--- src/rtl/uart_pkg.sv ---
// Shared UART definitions: baud select type, per-rate clock-per-tick factors and the tx FSM states.
// The PARITY state exists only when UART_TX_PARITY_EN is defined.
package uart_pkg;

    localparam int unsigned CLK_FREQ_DEFAULT = 100_000_000;
    localparam int unsigned OS_TICKS         = 16;

    typedef logic [1:0] baud_sel_t;

    localparam baud_sel_t BAUD_9600   = 2'd0;
    localparam baud_sel_t BAUD_19200  = 2'd1;
    localparam baud_sel_t BAUD_57600  = 2'd2;
    localparam baud_sel_t BAUD_115200 = 2'd3;

    // Clock cycles per oversample tick, truncated.
    function automatic logic [10:0] calc_factor(input int unsigned clk_freq,
                                                input int unsigned baud,
                                                input int unsigned os);
        return 11'(clk_freq / (baud * os));
    endfunction

    localparam logic [10:0] FF_9600   = calc_factor(CLK_FREQ_DEFAULT, 32'd9600,   OS_TICKS);
    localparam logic [10:0] FF_19200  = calc_factor(CLK_FREQ_DEFAULT, 32'd19200,  OS_TICKS);
    localparam logic [10:0] FF_57600  = calc_factor(CLK_FREQ_DEFAULT, 32'd57600,  OS_TICKS);
    localparam logic [10:0] FF_115200 = calc_factor(CLK_FREQ_DEFAULT, 32'd115200, OS_TICKS);

    function automatic logic even_parity(input logic [7:0] data);
        return ^data;
    endfunction

`ifdef UART_TX_PARITY_EN
    typedef enum logic [2:0] {
        ST_IDLE   = 3'd0,
        ST_START  = 3'd1,
        ST_DATA   = 3'd2,
        ST_STOP   = 3'd3,
        ST_PARITY = 3'd4
    } tx_state_t;
`else
    typedef enum logic [2:0] {
        ST_IDLE  = 3'd0,
        ST_START = 3'd1,
        ST_DATA  = 3'd2,
        ST_STOP  = 3'd3
    } tx_state_t;
`endif

endpackage

--- src/rtl/uart_baud_tick.sv ---
// Oversample tick generator: counts 0..period-1 and flags the wrap cycle.
// pre_tick flags the cycle just before the tick so callers can register tick-aligned outputs.
module uart_baud_tick (
    input  logic        clk,
    input  logic        rst_n,
    input  logic        clear,
    input  logic [10:0] period,
    output logic        tick,
    output logic        pre_tick
);

    logic [10:0] cnt_r;
    logic        wrap_s;

    assign wrap_s   = (cnt_r >= (period - 11'd1));
    assign tick     = wrap_s;
    assign pre_tick = (cnt_r == (period - 11'd2));

    // Free-running tick counter, restarted when a new frame is accepted.
    always_ff @(posedge clk or negedge rst_n) begin
        if (!rst_n) begin
            cnt_r <= 11'd0;
        end else if (clear) begin
            cnt_r <= 11'd0;
        end else if (wrap_s) begin
            cnt_r <= 11'd0;
        end else begin
            cnt_r <= cnt_r + 11'd1;
        end
    end

endmodule

--- src/rtl/uart_tx.sv ---
// UART transmitter: one byte per valid/ready handshake, 8N1 by default, 8E1 when
// UART_TX_PARITY_EN is defined. Bit time is 16 ticks of the selected baud factor.
module uart_tx
    import uart_pkg::*;
#(
    parameter int unsigned CLK_FREQ   = 100_000_000,
    parameter int unsigned OVERSAMPLE = 16
) (
    input  logic        clk,
    input  logic        rst_n,
    input  logic [1:0]  brate_selection,
    input  logic [7:0]  tx_data,
    input  logic        tx_valid,
    output logic        tx_ready,
    output logic        tx_done,
    output logic        tx_output,
    output logic [10:0] freq_factor
);

    localparam logic [10:0] FACTOR_0 = calc_factor(CLK_FREQ, 32'd9600,   OVERSAMPLE);
    localparam logic [10:0] FACTOR_1 = calc_factor(CLK_FREQ, 32'd19200,  OVERSAMPLE);
    localparam logic [10:0] FACTOR_2 = calc_factor(CLK_FREQ, 32'd57600,  OVERSAMPLE);
    localparam logic [10:0] FACTOR_3 = calc_factor(CLK_FREQ, 32'd115200, OVERSAMPLE);
    localparam logic [3:0]  TPB_LAST = 4'(OVERSAMPLE - 1);

    function automatic logic [10:0] factor_for(input baud_sel_t sel);
        case (sel)
            BAUD_9600:   return FACTOR_0;
            BAUD_19200:  return FACTOR_1;
            BAUD_57600:  return FACTOR_2;
            BAUD_115200: return FACTOR_3;
            default:     return FACTOR_0;
        endcase
    endfunction

    tx_state_t   state_r, state_next_s;
    logic [7:0]  shift_r, shift_next_s;
    logic [2:0]  bit_idx_r, bit_idx_next_s;
    logic [3:0]  tpb_r, tpb_next_s;
    baud_sel_t   rate_r, rate_next_s;
    logic [10:0] freq_factor_r;
    logic        tx_output_r, tx_output_s;
    logic        tx_ready_r, tx_ready_s;
    logic        tx_done_r, tx_done_s;
    logic        accept_s;
    logic        bit_end_s;
    logic        tick_s;
    logic        pre_tick_s;
    logic        parity_r, parity_next_s;

    uart_baud_tick u_baud_tick (
        .clk      (clk),
        .rst_n    (rst_n),
        .clear    (accept_s),
        .period   (freq_factor_r),
        .tick     (tick_s),
        .pre_tick (pre_tick_s)
    );

    // Next-state, datapath and next-output decode; outputs are derived from the next state
    // so the registered line changes on the same edge as the state.
    always_comb begin
        state_next_s   = state_r;
        shift_next_s   = shift_r;
        bit_idx_next_s = bit_idx_r;
        rate_next_s    = rate_r;
        parity_next_s  = parity_r;
        accept_s       = 1'b0;
        tx_done_s      = 1'b0;
        tx_output_s    = 1'b1;
        bit_end_s      = tick_s && (tpb_r == TPB_LAST);
        if (tick_s) begin
            tpb_next_s = tpb_r + 4'd1;
        end else begin
            tpb_next_s = tpb_r;
        end

        case (state_r)
            ST_IDLE: begin
                tpb_next_s = 4'd0;
                if (tx_valid && tx_ready_r) begin
                    accept_s       = 1'b1;
                    state_next_s   = ST_START;
                    shift_next_s   = tx_data;
                    rate_next_s    = brate_selection;
                    bit_idx_next_s = 3'd0;
                    parity_next_s  = even_parity(tx_data);
                end else begin
                    state_next_s = ST_IDLE;
                end
            end
            ST_START: begin
                if (bit_end_s) begin
                    state_next_s = ST_DATA;
                end else begin
                    state_next_s = ST_START;
                end
            end
            ST_DATA: begin
                if (bit_end_s && (bit_idx_r == 3'd7)) begin
`ifdef UART_TX_PARITY_EN
                    state_next_s = ST_PARITY;
`else
                    state_next_s = ST_STOP;
`endif
                end else if (bit_end_s) begin
                    shift_next_s   = {1'b0, shift_r[7:1]};
                    bit_idx_next_s = bit_idx_r + 3'd1;
                end else begin
                    state_next_s = ST_DATA;
                end
            end
`ifdef UART_TX_PARITY_EN
            ST_PARITY: begin
                if (bit_end_s) begin
                    state_next_s = ST_STOP;
                end else begin
                    state_next_s = ST_PARITY;
                end
            end
`endif
            ST_STOP: begin
                // tx_done is registered, so raise it one cycle ahead to land on the last stop cycle.
                if (bit_end_s) begin
                    state_next_s = ST_IDLE;
                end else if (pre_tick_s && (tpb_r == TPB_LAST)) begin
                    tx_done_s = 1'b1;
                end else begin
                    tx_done_s = 1'b0;
                end
            end
            default: begin
                state_next_s = ST_IDLE;
            end
        endcase

        case (state_next_s)
            ST_IDLE:   tx_output_s = 1'b1;
            ST_START:  tx_output_s = 1'b0;
            ST_DATA:   tx_output_s = shift_next_s[0];
`ifdef UART_TX_PARITY_EN
            ST_PARITY: tx_output_s = parity_next_s;
`endif
            ST_STOP:   tx_output_s = 1'b1;
            default:   tx_output_s = 1'b1;
        endcase

        tx_ready_s = (state_next_s == ST_IDLE);
    end

    // State, datapath and registered outputs.
    always_ff @(posedge clk or negedge rst_n) begin
        if (!rst_n) begin
            state_r       <= ST_IDLE;
            shift_r       <= 8'd0;
            bit_idx_r     <= 3'd0;
            tpb_r         <= 4'd0;
            rate_r        <= BAUD_9600;
            freq_factor_r <= FACTOR_0;
            tx_output_r   <= 1'b1;
            tx_ready_r    <= 1'b1;
            tx_done_r     <= 1'b0;
        end else begin
            state_r       <= state_next_s;
            shift_r       <= shift_next_s;
            bit_idx_r     <= bit_idx_next_s;
            tpb_r         <= tpb_next_s;
            rate_r        <= rate_next_s;
            freq_factor_r <= factor_for(rate_next_s);
            tx_output_r   <= tx_output_s;
            tx_ready_r    <= tx_ready_s;
            tx_done_r     <= tx_done_s;
        end
    end

`ifdef UART_TX_PARITY_EN
    // Parity of the accepted byte, held for the whole frame.
    always_ff @(posedge clk or negedge rst_n) begin
        if (!rst_n) begin
            parity_r <= 1'b0;
        end else begin
            parity_r <= parity_next_s;
        end
    end
`else
    assign parity_r = 1'b0;
`endif

    assign tx_output   = tx_output_r;
    assign tx_ready    = tx_ready_r;
    assign tx_done     = tx_done_r;
    assign freq_factor = freq_factor_r;

endmodule
--- config.mk ---
export PLATFORM = sky130hd
export DESIGN_NAME = uart_tx
export DESIGN_NICKNAME = d
export VERILOG_FILES = /design/src/rtl/uart_pkg.sv /design/src/rtl/uart_baud_tick.sv /design/src/rtl/uart_tx.sv
export SDC_FILE = /design/constraint.sdc
export NUM_CORES = 1
export LEC_CHECK = 0
export BUFFER_PORTS_ARGS = -buffer_cell sky130_fd_sc_hd__buf_2
export CAP_MARGIN = 15
export CELL_PAD_IN_SITES_DETAIL_PLACEMENT = 2
export CELL_PAD_IN_SITES_GLOBAL_PLACEMENT = 2
export CORE_ASPECT_RATIO = 1.2
export CORE_MARGIN = 2
export CORE_UTILIZATION = 41
export CTS_CLUSTER_SIZE = 28
export DETAILED_ROUTE_END_ITERATION = 8
export PLACE_DENSITY_LB_ADDON = 0.1
export SLEW_MARGIN = 20
export SYNTH_ARGS = -nofsm -noshare
export SYNTH_HDL_FRONTEND = slang
export SYNTH_HIERARCHICAL = 1
export SYNTH_SLANG_ARGS = --single-unit
--- constraint.sdc ---
create_clock -name clk -period 10 [get_ports clk]
set_input_delay 2 -clock clk [delete_from_list [all_inputs] [get_ports clk]]
set_output_delay 2 -clock clk [all_outputs]
set_load 0.005 [all_outputs]
== Word-level counts from Yosys, hierarchy flattened ==
Cells that the tools add are included.

* Add/subtract/negate cells: 5
* Magnitude comparators: 1
* Eq/ne operators: 14
* Mux-type cells: 27
* Reduce and logical (&&, ||, !) cells: 10

{| class="wikitable"
|+ Operators by type and width
! cell !! number
|-
| 11-bit case mux with 4 select lines || 1
|-
| 8-bit two-way mux || 3
|-
| 11-bit two-way mux || 2
|-
| 3-bit two-way mux || 6
|-
| 8-bit case mux with 2 select lines || 1
|-
| 3-bit case mux with 4 select lines || 1
|-
| 11-bit by 1-bit adder with 11-bit output, second input constant || 1
|-
| 11-bit equality test || 1
|-
| 11-bit greater-or-equal comparator || 1
|-
| 11-bit by 1-bit subtractor with 11-bit output, second input constant || 1
|-
| 11-bit by 2-bit subtractor with 11-bit output, second input constant || 1
|-
| 3-bit by 2-bit equality test with 1-bit output, second input constant || 3
|-
| 4-bit two-way mux || 2
|-
| 3-bit by 1-bit equality test with 1-bit output, second input constant || 2
|-
| 3-bit logical NOT || 2
|-
| 1-bit two-way mux || 6
|-
| 2-bit two-way mux || 3
|-
| 2-bit inequality test, second input constant || 3
|-
| 3-bit case mux with 2 select lines || 1
|-
| 4-bit by 1-bit adder with 4-bit output, second input constant || 1
|-
| 2-bit equality test, second input constant || 2
|-
| 4-bit equality test, second input constant || 1
|-
| 1-bit logical AND || 4
|-
| 4-bit AND reduction || 1
|-
| other kinds (6) || 7
|}

* Flip-flop bits (word level): 45
* Input bits: 13
* Output and inout bits: 14
* Logic and storage cells: 68

== Longest topological paths before layout ==
Gate-level depths: netlist of run 1.

* Depth in word-level cells: 8
* Mapped depth: 19
* Mapped depth without buffers: 16

== Modules after synthesis ==
Netlist of run 1, hierarchy kept.

{| class="wikitable"
|+ Modules (own cells, without submodules)
! module !! times used !! cells an instance !! area an instance (um^2) !! seq. area each (um^2)
|-
| uart_tx || 1 || 115 || 1400.1 || 808.3
|-
| uart_baud_tick || 1 || 139 || 1193.6 || 275.3
|}

== Worst setup path after synthesis of run 1 ==
OpenSTA, ideal clock, no wires.

* Kind: flip-flop to flip-flop
* Start point: reg freq_factor_r[2], in the netlist freq_factor[2]
* End point: reg bit_idx_r[0]
* Setup time: 0.125 ns
* Arrival time: 3.739 ns
* Required time: 9.875 ns
* Setup slack: 6.135 ns
* Stages on the path, launching flop included: 18
* Buffers on the path: 3
* Period minus slack after synthesis: 3.865 ns
* Cells stage by stage: dfrtp_1 inv_1 ha_1 or4b_1 or4_1 nor2_1 xnor2_1 ha_1 a21o_1 a21oi_1 o21ai_1 clkbuf_1 buf_4 nand4_2 nor4_4 nor2_2 buf_6 mux2_4

* Word-level cells in the longest chain between the ends: 6
* Elaborated cells on any way between the ends: 7
* Classes of those cells: 1 x add/sub; 1 x order compare; 2 x eq/ne; 3 x reduce/logical

{| class="wikitable"
|+ RTL lines
! what !! RTL line !! RTL
|-
| start: declaration || uart_tx.sv:41 || <nowiki>logic [10:0] freq_factor_r;</nowiki>
|-
| start signal: assignment || uart_tx.sv:169 || <nowiki>freq_factor_r <= factor_for(rate_next_s);</nowiki>
|-
| 11-bit by 1-bit subtractor with 11-bit output (*) || uart_baud_tick.sv:15 || <nowiki>assign wrap_s = (cnt_r >= (period - 11'd1));</nowiki>
|-
| 11-bit greater-or-equal comparator (*) || uart_baud_tick.sv:15 ||
|-
| via tick_s || uart_tx.sv:47 || <nowiki>logic tick_s;</nowiki>
|-
| 1-bit logical AND (*) || uart_tx.sv:71 || <nowiki>bit_end_s = tick_s && (tpb_r == TPB_LAST);</nowiki>
|-
| 1-bit logical AND || uart_tx.sv:100 || <nowiki>if (bit_end_s && (bit_idx_r == 3'd7)) begin</nowiki>
|-
| 2-bit inequality test (no line) || - ||
|-
| 4-bit AND reduction (no line) (*) || - ||
|-
| end signal: assignment || uart_tx.sv:166 || <nowiki>bit_idx_r <= bit_idx_next_s;</nowiki>
|-
| end: declaration || uart_tx.sv:38 || <nowiki>logic [2:0] bit_idx_r, bit_idx_next_s;</nowiki>
|}

Mark *: on every way through the listed nets, which the timed path passes. The rest lies on a longest branch.
A chain may end at the register's enable or synchronous reset.

== Worst setup path after layout of run 1 ==
Ends and elaborated chain as after synthesis.

==> impl_metrics.tcl, run 1 <==
set metrics [dict create \
    ys_ff_latch 43 \
    hpwl_um 4568 \
    ff2ff_path_depth 15 \
    end_kind "register" \
    met3_usage_pct 3.082 \
    synth_cells 254 \
    holdCritStartpoint "shift_r[2]" \
    num_io_pins 27 \
    fillers 694 \
    start_util_pct 42.59 \
    seq_area_frac_synth_pct 41.78 \
    insertion_delay_ps 290 \
    grt_pass1_vias 2129 \
    final_common_cell "dfrtp_1" \
    slew_headroom_pct 34.12 \
    overflow 0 \
    cts_buffers 5 \
    diodes 0 \
    cp-startpoint "freq_factor[2]" \
    ir_worst_vdd_uv 71.26 \
    status "finished clean" \
    r2r-start "freq_factor[2]" \
    use_met1_pct 22.75 \
    final_cell_mix "dfrtp_1 (37), nand2_1 (27), buf_2 (25), ha_1 (21), nor2_1 (19)" \
    coreArea_mm2 0.006090 \
    wl_um 6146 \
    port_buffers 25 \
    synth_edf_count 0 \
    die_h_um 91.13 \
    hold_viol 0 \
    min_path_cells 2 \
    hold_class "reg2reg" \
    crit_chain "inv_1 -> ha_1 -> or4b_1 -> or4_1 -> nor2_1 -> xnor2_1 -> ha_1 -> a21o_1 -> a21oi_1 -> o21ai_1 -> buf_4 -> nand4_2 -> nor4_4 -> nor2_2 -> mux2_4" \
    cp_slowest_cell "or4b_1" \
    r2r_slack_ps 5730 \
    antenna_found_initial 0 \
    cts_root_buffer "clkbuf_8" \
    avgSynthCellArea_um2 10.21 \
    drt_iter0_markers 46 \
    multi_input_comb_area_mm2 0.001383 \
    grt_max_degree 44 \
    die_w_um 76.61 \
    cp.required_ps 10180 \
    seq_area_mm2 0.001084 \
    clockBufferDepth 2 \
    holdPathEnd "shift_r[2]" \
    cp_data_arrival_time_ps 4450 \
    critPathMaxFanout 18 \
    viasPerCell 5.348 \
    clkSinkCount 43 \
    grtUsageTotal_pct 19.21 \
    firstDrtPassIters 4 \
    min_period_ps 4271 \
    gp_congestion 0.8315 \
    dominantRegCellSynth "dfrtp_1" \
    top_usage_layer "met2" \
    fin_skew_ps 7.756 \
    cts_tree "built" \
    yosys_warnings 6 \
    start_kind "register" \
    finalSetupTns_ps 0 \
    fin_util_pct 46.35 \
    timing.rr.end "bit_idx_r[0]" \
    syn_to_final_growth_pct 8.828 \
    drc 0 \
    wl_per_cell_um 17.12 \
    path_class "reg2reg" \
    postCtsSetupBuffers 0 \
    async_flop_share_pct 100.0 \
    max_cap_violations 0 \
    power_density_mw_per_mm2 202.8 \
    cts_resized 0 \
    timing.fmax_mhz 234.2 \
    fin_crit_sh_pct 42.71 \
    die-area_mm2 0.006981 \
    vias 1920 \
    fin_nets 310 \
    ys_types 48 \
    postRouteAntennaNets 0 \
    leakage_nw 1.328 \
    report.final.setup_viol 0 \
    rsz0062_at_grt "no" \
    holdBufCountCts 0 \
    grt_use_met2_pct 34.44 \
    drv_slew 0 \
    grt_pass1_wl_um 10560 \
    drive_above_1_share_pct 18.05 \
    worst_pin_slew_ps 988.2 \
    worst_path_largest_cell_delay_ps 570 \
    cp_common_cell "ha_1" \
    htree_levels 2 \
    rows 31 \
    clk_pin_slew_ps 80 \
    synth_area_mm2 0.002594 \
]
-- worst max-delay path, delay by kind of cell (launching register included) --
kind                       cells  cell delay, ps
and+or+nand+nor                6            2180
DFF                            1             450
muxes                          1             310
xor gates and xnor gates       1              90
buffers and inverters          2             360
adders and majority gates      2             520
AOI/OAI and AO/OA              3             260
-- worst max-delay path by stage --
| stage | endpoint | slack [ps] | cells past startpoint |
|---|---|---|---|
| 4_1_cts | bit_idx_r[0] | 5660 | 15 |
| 5_1_grt | bit_idx_r[0] | 5350 | 15 |
| 6_report | bit_idx_r[0] | 5730 | 15 |
| 2_1_floorplan | bit_idx_r[0] | 6140 | 17 |
| 3_3_place_gp | bit_idx_r[0] | 5890 | 15 |
| 3_5_place_dp | bit_idx_r[0] | 5690 | 15 |
-- through the flow --
step           total power, mW  hold slack (ps)  instance area (um2)  instances  worst slack, ps
3_3_place_gp            0.4582            464.7                 2743        351             5889
6_report                0.5723            482.1                 2823        359             5729
5_1_grt                 0.6172            516.6                 2823        359             5350
4_1_cts                 0.5829            487.6                 2823        359             5656
3_5_place_dp            0.4698            467.7                 2743        351             5687
2_1_floorplan           0.4014            440.4                 2605        257             6135
-- sequential cells by signal, summed over array words and instances (netlist names) --
register and count:
freq_factor 9, tpb_r 4, bit_idx_r 3, rate_r 2
u_baud_tick/cnt_r 11, state_r 3, tx_ready 1, shift_r 8
tx_output 1, tx_done 1
-- report_power, final --
group / switching, mW / internal [mW]
Combinational: 0.108 / 0.0981
Sequential: 0.0510 / 0.209
Clock: 0.0565 / 0.0497
Total: 0.216 / 0.357
-- routing by layer --
metal,up-vias,part of all wire [%]
li1,917,-
met1,966,42
met2,24,53
met3,13,2.5
met4,0,2.5
met5,-,0
-- synthesized netlist by cell type (2+ instances only) --
library cell / count / area, um2
mux2i_1: 3 / 30.03
mux2i_2: 2 / 27.53
inv_1: 9 / 33.78
a22o_1: 3 / 26.28
a31oi_1: 2 / 12.51
xor2_1: 16 / 140.1
dfstp_2: 6 / 157.7
a21o_1: 4 / 30.03
a21oi_1: 4 / 20.02
dfrtp_1: 37 / 925.9
clkbuf_1: 6 / 22.52
or2_2: 2 / 12.51
buf_4: 5 / 37.54
or4_1: 2 / 15.01
nand4_1: 5 / 31.28
xnor2_1: 18 / 157.7
nand2_1: 27 / 101.4
or3_1: 2 / 12.51
nand2b_1: 2 / 12.51
nor2_1: 19 / 71.32
nand4b_1: 3 / 26.28
o21ai_0: 2 / 10.01
nor3_1: 18 / 90.09
a22oi_1: 7 / 52.55
buf_6: 4 / 45.04
nand3_1: 4 / 20.02
ha_1: 21 / 262.8
-- cell families (layout without fill, tap and decap cells) --
logic type	after synthesis	in the layout	synth area share, %
xor gates and xnor gates	35	35	12.11
adders and majority gates	21	21	10.13
other	1	4	0.1446
AOI/OAI and AO/OA	29	29	8.249
muxes	6	6	2.798
and+or+nand+nor	95	95	19.44
buffers and inverters	24	44	5.354
DFF	43	43	41.78
-- final cells by class --
type,count,area share [%]
Timing Repair Buffer,27,4.965
Multi-Input combinational cell,190,48.98
Tap cell,82,3.635
Clock buffer,8,2.837
Sequential cell,43,38.39
Inverter,9,1.197
Note: power is estimated with default switching activity, not from simulation.
==> inputs of run 2 (changes only) <==
--- a/config.mk
+++ b/config.mk
@@ -11,7 +11,7 @@
 export CELL_PAD_IN_SITES_GLOBAL_PLACEMENT = 2
 export CORE_ASPECT_RATIO = 1.2
 export CORE_MARGIN = 2
-export CORE_UTILIZATION = 41
+export CORE_UTILIZATION = 34
 export CTS_CLUSTER_SIZE = 28
 export DETAILED_ROUTE_END_ITERATION = 8
 export PLACE_DENSITY_LB_ADDON = 0.1
==> constraint.sdc (replaced) <==
create_clock -name clk -period 3.7 [get_ports clk]
set_input_delay 0.74 -clock clk [delete_from_list [all_inputs] [get_ports clk]]
set_output_delay 0.74 -clock clk [all_outputs]
set_load 0.005 [all_outputs]
==> run 2 against run 1 <==
Compared with the run above:
- critical path depth unchanged
- first-iteration DRC count up 22%
- highest routed layer unchanged
- cell area up 5.1%
- largest power group unchanged
- critical path type unchanged
- count of clock-buffer cells in the layout down 2
- non-clock buffer count up 9
- sequential share of layout area down 1.9 points
==> impl_metrics.tcl, run 2 (synthesis results as in run 1) <==
set metrics [dict create \
    power_density_mw_per_mm2 561.4 \
    stdcell_area_mm2 0.002967 \
    gp_congestion 0.7522 \
    fin_cells 376 \
    min_period_ps 3442 \
    die-area_mm2 0.008346 \
    rsz0062_at_grt "no" \
    clkSinkCount 43 \
    antenna_found_initial 0 \
    die_h_um 99.68 \
    cts_tree "built" \
    ir_worst_vdd_uv 231.9 \
    clk_pin_slew_ps 90 \
    num_io_pins 27 \
    finalSetupTns_ps 0 \
    overflow 0 \
    syn_to_final_growth_pct 14.38 \
    leakage_nw 1.394 \
    wl_um 6255 \
    clockBufferDepth 2 \
    fin_util_pct 40.54 \
    end_kind "register" \
    grtUsageTotal_pct 16.23 \
    fin_skew_ps 9.370 \
    fin_nets 319 \
    use_met1_pct 18.46 \
    multi_input_comb_area_mm2 0.001405 \
    grt_pass1_vias 2177 \
    final_cell_mix "dfrtp_1 (37), nand2_1 (27), buf_2 (24), ha_1 (20)" \
    insertion_delay_ps 300 \
    placed_cells 368 \
    drv_slew 0 \
    path_class "reg2reg" \
    regMostFlops "u_baud_tick/cnt_r" \
    cp.required_ps 3920 \
    drt_iter0_markers 56 \
    hpwl_um 4818 \
    grt_pass1_wl_um 10770 \
    drive_above_1_share_pct 23.78 \
    holdBufCountCts 0 \
    grt_max_degree 44 \
    largest_reg_flops 11 \
    firstDrtPassIters 3 \
    fin_crit_sh_pct 93.03 \
    final_common_cell "dfrtp_1" \
    fillers 845 \
    timing.fmax_mhz 290.5 \
    slew_headroom_pct 61.47 \
    port_buffers 25 \
    hold_ws_ps 427.5 \
    grt_use_met2_pct 31.26 \
    htree_levels 2 \
    status "finished clean" \
    start_kind "register" \
    critPathMaxFanout 5 \
    met3_usage_pct 2.490 \
    top_usage_layer "met2" \
    start_util_pct 35.45 \
    cts_root_buffer "clkbuf_8" \
    die_w_um 83.73 \
    postRouteAntennaNets 0 \
    viasPerCell 5.122 \
    worst_pin_slew_ps 578.0 \
    seq_area_mm2 0.001084 \
    cp_data_arrival_time_ps 3660 \
    postPlaceCellArea_mm2 0.002826 \
    postCtsSetupBuffers 0 \
    report.final.setup_viol 0 \
    diodes 0 \
    coreArea_mm2 0.007317 \
    r2r_slack_ps 260 \
    rows 34 \
    hold_viol 0 \
    wl_per_cell_um 16.64 \
    max_cap_violations 0 \
    cts_resized 0 \
    hold_class "in2async" \
    drc 0 \
    cts_buffers 5 \
    vias 1926 \
]
-- run 2: changes by cell type in the layout (fill, tap and decap cells not counted), sizes merged --
| cell | delta |
|---|---|
| clkinv | +1 |
| bufinv | +1 |
| buf | +9 |
| clkbuf | -2 |
-- run 2: final cells by class --
type | count | share of cell area, %
Clock buffer | 6 | 2.784
Clock inverter | 2 | 1.181
Inverter | 9 | 1.139
Multi-Input combinational cell | 190 | 47.36
Sequential cell | 43 | 36.52
Tap cell | 90 | 3.796
Timing Repair Buffer | 36 | 7.212
-- run 2: worst max-delay path: stages (launching register included) --
cell and delay (ps):
dfrtp_1 400, inv_2 80, ha_4 140, or4b_4 500, or4_4 460, nor2_2 110
xnor2_1 130, ha_1 260, a21o_1 160, a21oi_1 130, o21ai_1 120, and4_1 250
nand2_1 80, mux2i_1 240, nor3_1 90, a32oi_1 220
-- run 2: path summary, 6_finish.rpt --
| path | depth (start not counted) | to | from |
|---|---|---|---|
| max | 15 | tx_output | freq_factor[2] |
| min | 1 | shift_r[5] | rst_n |
| max reg2reg | 15 | tx_output | freq_factor[2] |
| min reg2reg | 2 | shift_r[2] | shift_r[2] |
| max in group asynchronous | 1 | shift_r[0] | rst_n |
| min in group clk | 2 | shift_r[2] | shift_r[2] |
-- run 2: through the flow --
stage	power [mW]	setup WS [ps]
2_1_floorplan	1.089	0.7816
3_3_place_gp	1.272	251.6
3_5_place_dp	1.297	120.1
4_1_cts	1.697	102.6
5_1_grt	1.810	16.85
6_report	1.665	258.1
-- run 2: routing by layer --
metal  wire [um]  up-vias
li1            -      937
met1        2669      967
met2        3410       16
met3          98        6
met4          76        0
met5           0        -
-- run 2: power by group --
group / switching [mW] / internal [mW] / leakage [nW] / total [mW]
Clock: 0.166 / 0.219 / 0.0612 / 0.385
Sequential: 0.102 / 0.564 / 0.545 / 0.666
Combinational: 0.319 / 0.295 / 0.788 / 0.614
Total: 0.587 / 1.08 / 1.39 / 1.67
==> inputs of run 3 (changes only) <==
--- a/config.mk
+++ b/config.mk
@@ -14,6 +14,7 @@
 export CORE_UTILIZATION = 34
 export CTS_CLUSTER_SIZE = 28
 export DETAILED_ROUTE_END_ITERATION = 8
+export GPL_TIMING_DRIVEN = 0
 export PLACE_DENSITY_LB_ADDON = 0.1
 export SLEW_MARGIN = 20
 export SYNTH_ARGS = -nofsm -noshare
==> run 3 against run 2 <==
Compared with the run above:
- sequential cell count stayed put
- core utilization up 2.2 points
- first-iteration DRC count up 7.1%
- maximum frequency decreased by 2.8%
- setup slack got worse by 98 ps
- sequential share of layout area shrank 1.9 points
- total power decreased by 2.6%
- worst hold slack worse by 54 ps
- cell count grew 5.1%
- clock power is 24% lower
- register-to-register slack worse by 98 ps
- largest power group is now combinational cells
==> impl_metrics.tcl, run 3 (synthesis results as in run 1) <==
set metrics [dict create \
    ff2ff_path_depth 16 \
    cp_slowest_cell "or4b_4" \
    vias 2020 \
    num_io_pins 27 \
    drt_iter0_markers 60 \
    gp_congestion 0.7569 \
    coreArea_mm2 0.007317 \
    r2r_slack_ps 160 \
    final_cell_mix "dfrtp_1 (36), nand2_1 (26), buf_2 (25), ha_1 (20)" \
    postRouteAntennaNets 0 \
    cp_data_arrival_time_ps 3720 \
    hpwl_um 4541 \
    rows 34 \
    grt_pass1_vias 2181 \
    leakage_nw 1.469 \
    fin_nets 338 \
    min_period_ps 3540 \
    crit_chain "inv_2 -> ha_4 -> or4b_4 -> or4_4 -> nor2_4 -> xnor2_2 -> ha_1 -> buf_4 -> nand4_1 -> o21ai_2 -> buf_8 -> nand4_4 -> nor4_4 -> nor2_2 -> buf_6 -> mux2_4" \
    timing.rr.end "bit_idx_r[0]" \
    diodes 0 \
    holdBufCountCts 0 \
    grt_pass1_wl_um 10960 \
    start_util_pct 35.45 \
    die_w_um 83.73 \
    port_buffers 25 \
    cp-startpoint "freq_factor[2]" \
    clockBufferDepth 2 \
    wl_per_cell_um 16.28 \
    hold_class "in2async" \
    htree_levels 2 \
    worst_path_largest_cell_delay_ps 470 \
    clkSinkCount 43 \
    viasPerCell 5.114 \
    regMostFlops "u_baud_tick/cnt_r" \
    drive_above_1_share_pct 27.54 \
    fin_crit_sh_pct 95.68 \
    end_kind "register" \
    start_kind "register" \
    firstDrtPassIters 4 \
    multi_input_comb_area_mm2 0.001449 \
    critPathMaxFanout 10 \
    timing.fmax_mhz 282.5 \
    drc 0 \
    max_cap_violations 0 \
    finalSetupTns_ps 0 \
    insertion_delay_ps 300 \
    wl_um 6429 \
    die_h_um 99.68 \
    clk_pin_slew_ps 70 \
    hold_viol 0 \
    seq_area_mm2 0.001085 \
    r2r-start "freq_factor[2]" \
    die-area_mm2 0.008346 \
    grtUsageTotal_pct 16.45 \
    fin_skew_ps 12.26 \
    status "finished clean" \
    fin_cells 395 \
    placed_cells 372 \
    syn_to_final_growth_pct 20.69 \
    report.final.setup_viol 0 \
    overflow 0 \
    largest_reg_flops 11 \
    cts_tree "built" \
    endpoint "bit_idx_r[0]" \
    cts_root_buffer "clkbuf_8" \
    fillers 814 \
    path_class "reg2reg" \
    antenna_found_initial 0 \
    power_density_mw_per_mm2 518.4 \
    cts_buffers 5 \
    drv_slew 0 \
    cp.required_ps 3880 \
    grt_max_degree 44 \
    final_common_cell "dfrtp_1" \
    ir_worst_vdd_uv 225.3 \
]
[run 3: how the worst min path moves through the flow]
stage                        end        from
floorplan           bit_idx_r[0]       rst_n
global placement      shift_r[4]  shift_r[4]
detailed placement    shift_r[0]  shift_r[0]
CTS                   shift_r[0]  shift_r[0]
global route          shift_r[3]       rst_n
finish                shift_r[3]       rst_n
[run 3: power by group]
part           total (mW)  switching, mW  leakage [nW]  internal, mW
logic               0.675          0.347         0.885         0.328
registers           0.657         0.0923         0.544         0.565
clock network       0.291          0.157        0.0395         0.134
total                1.62          0.596          1.47          1.03
[run 3: critical path: cells and delay by family (launching register included)]
family	cells	cell delay [ps]
multiplexers	1	250
XOR/XNOR	1	70
buffers and inverters	4	480
adder cells (fa/ha/maj)	2	460
AND/OR/NAND/NOR	7	1530
AO/OA/AOI/OAI	1	210
flip-flops	1	430
[run 3: cell type report]
class                      instances  share of cell area [%]
tap                               90                   3.597
clock buffer                       8                   2.558
multi-input combinational        190                   46.28
sequential                        43                   34.65
inverter                           9                   1.079
timing repair buffer              41                   8.233
buffer                            14                   3.597
[run 3: through the flow]
stage / worst slack, ps / hold slack (ps) / utilization (%) / power [mW] / area, um2
after floorplan: 0.7816 / 440.4 / - / 1.089 / 2615
after global placement: -419.5 / 459.7 / 38.99 / 1.259 / 2853
after detailed placement: -503.8 / 465.8 / 38.99 / 1.284 / 2853
after CTS: -29.27 / 487.5 / 42.03 / 1.637 / 3075
after global routing: -14.71 / 392.2 / 42.78 / 1.769 / 3131
final: 159.8 / 373.7 / 42.78 / 1.623 / 3131
[run 3: what timing repair did]
item	CTS	global route
resized for setup	13	3
setup endpoints to repair	15	14
endpoints found under the hold margin	0	0
pin swaps	9	6
setup buffers	12	3
cloned	0	0
[run 3: metal layers]
metal | global-route usage [%] | share of wire [%] | wire (um) | vias up
li1 | - | - | - | 976
met1 | 19.48 | 43 | 2791 | 1024
met2 | 30.77 | 54 | 3442 | 15
met3 | 2.324 | 1.8 | 115 | 5
met4 | 4.839 | 1.2 | 79 | 0
met5 | 0 | 0 | 0 | -
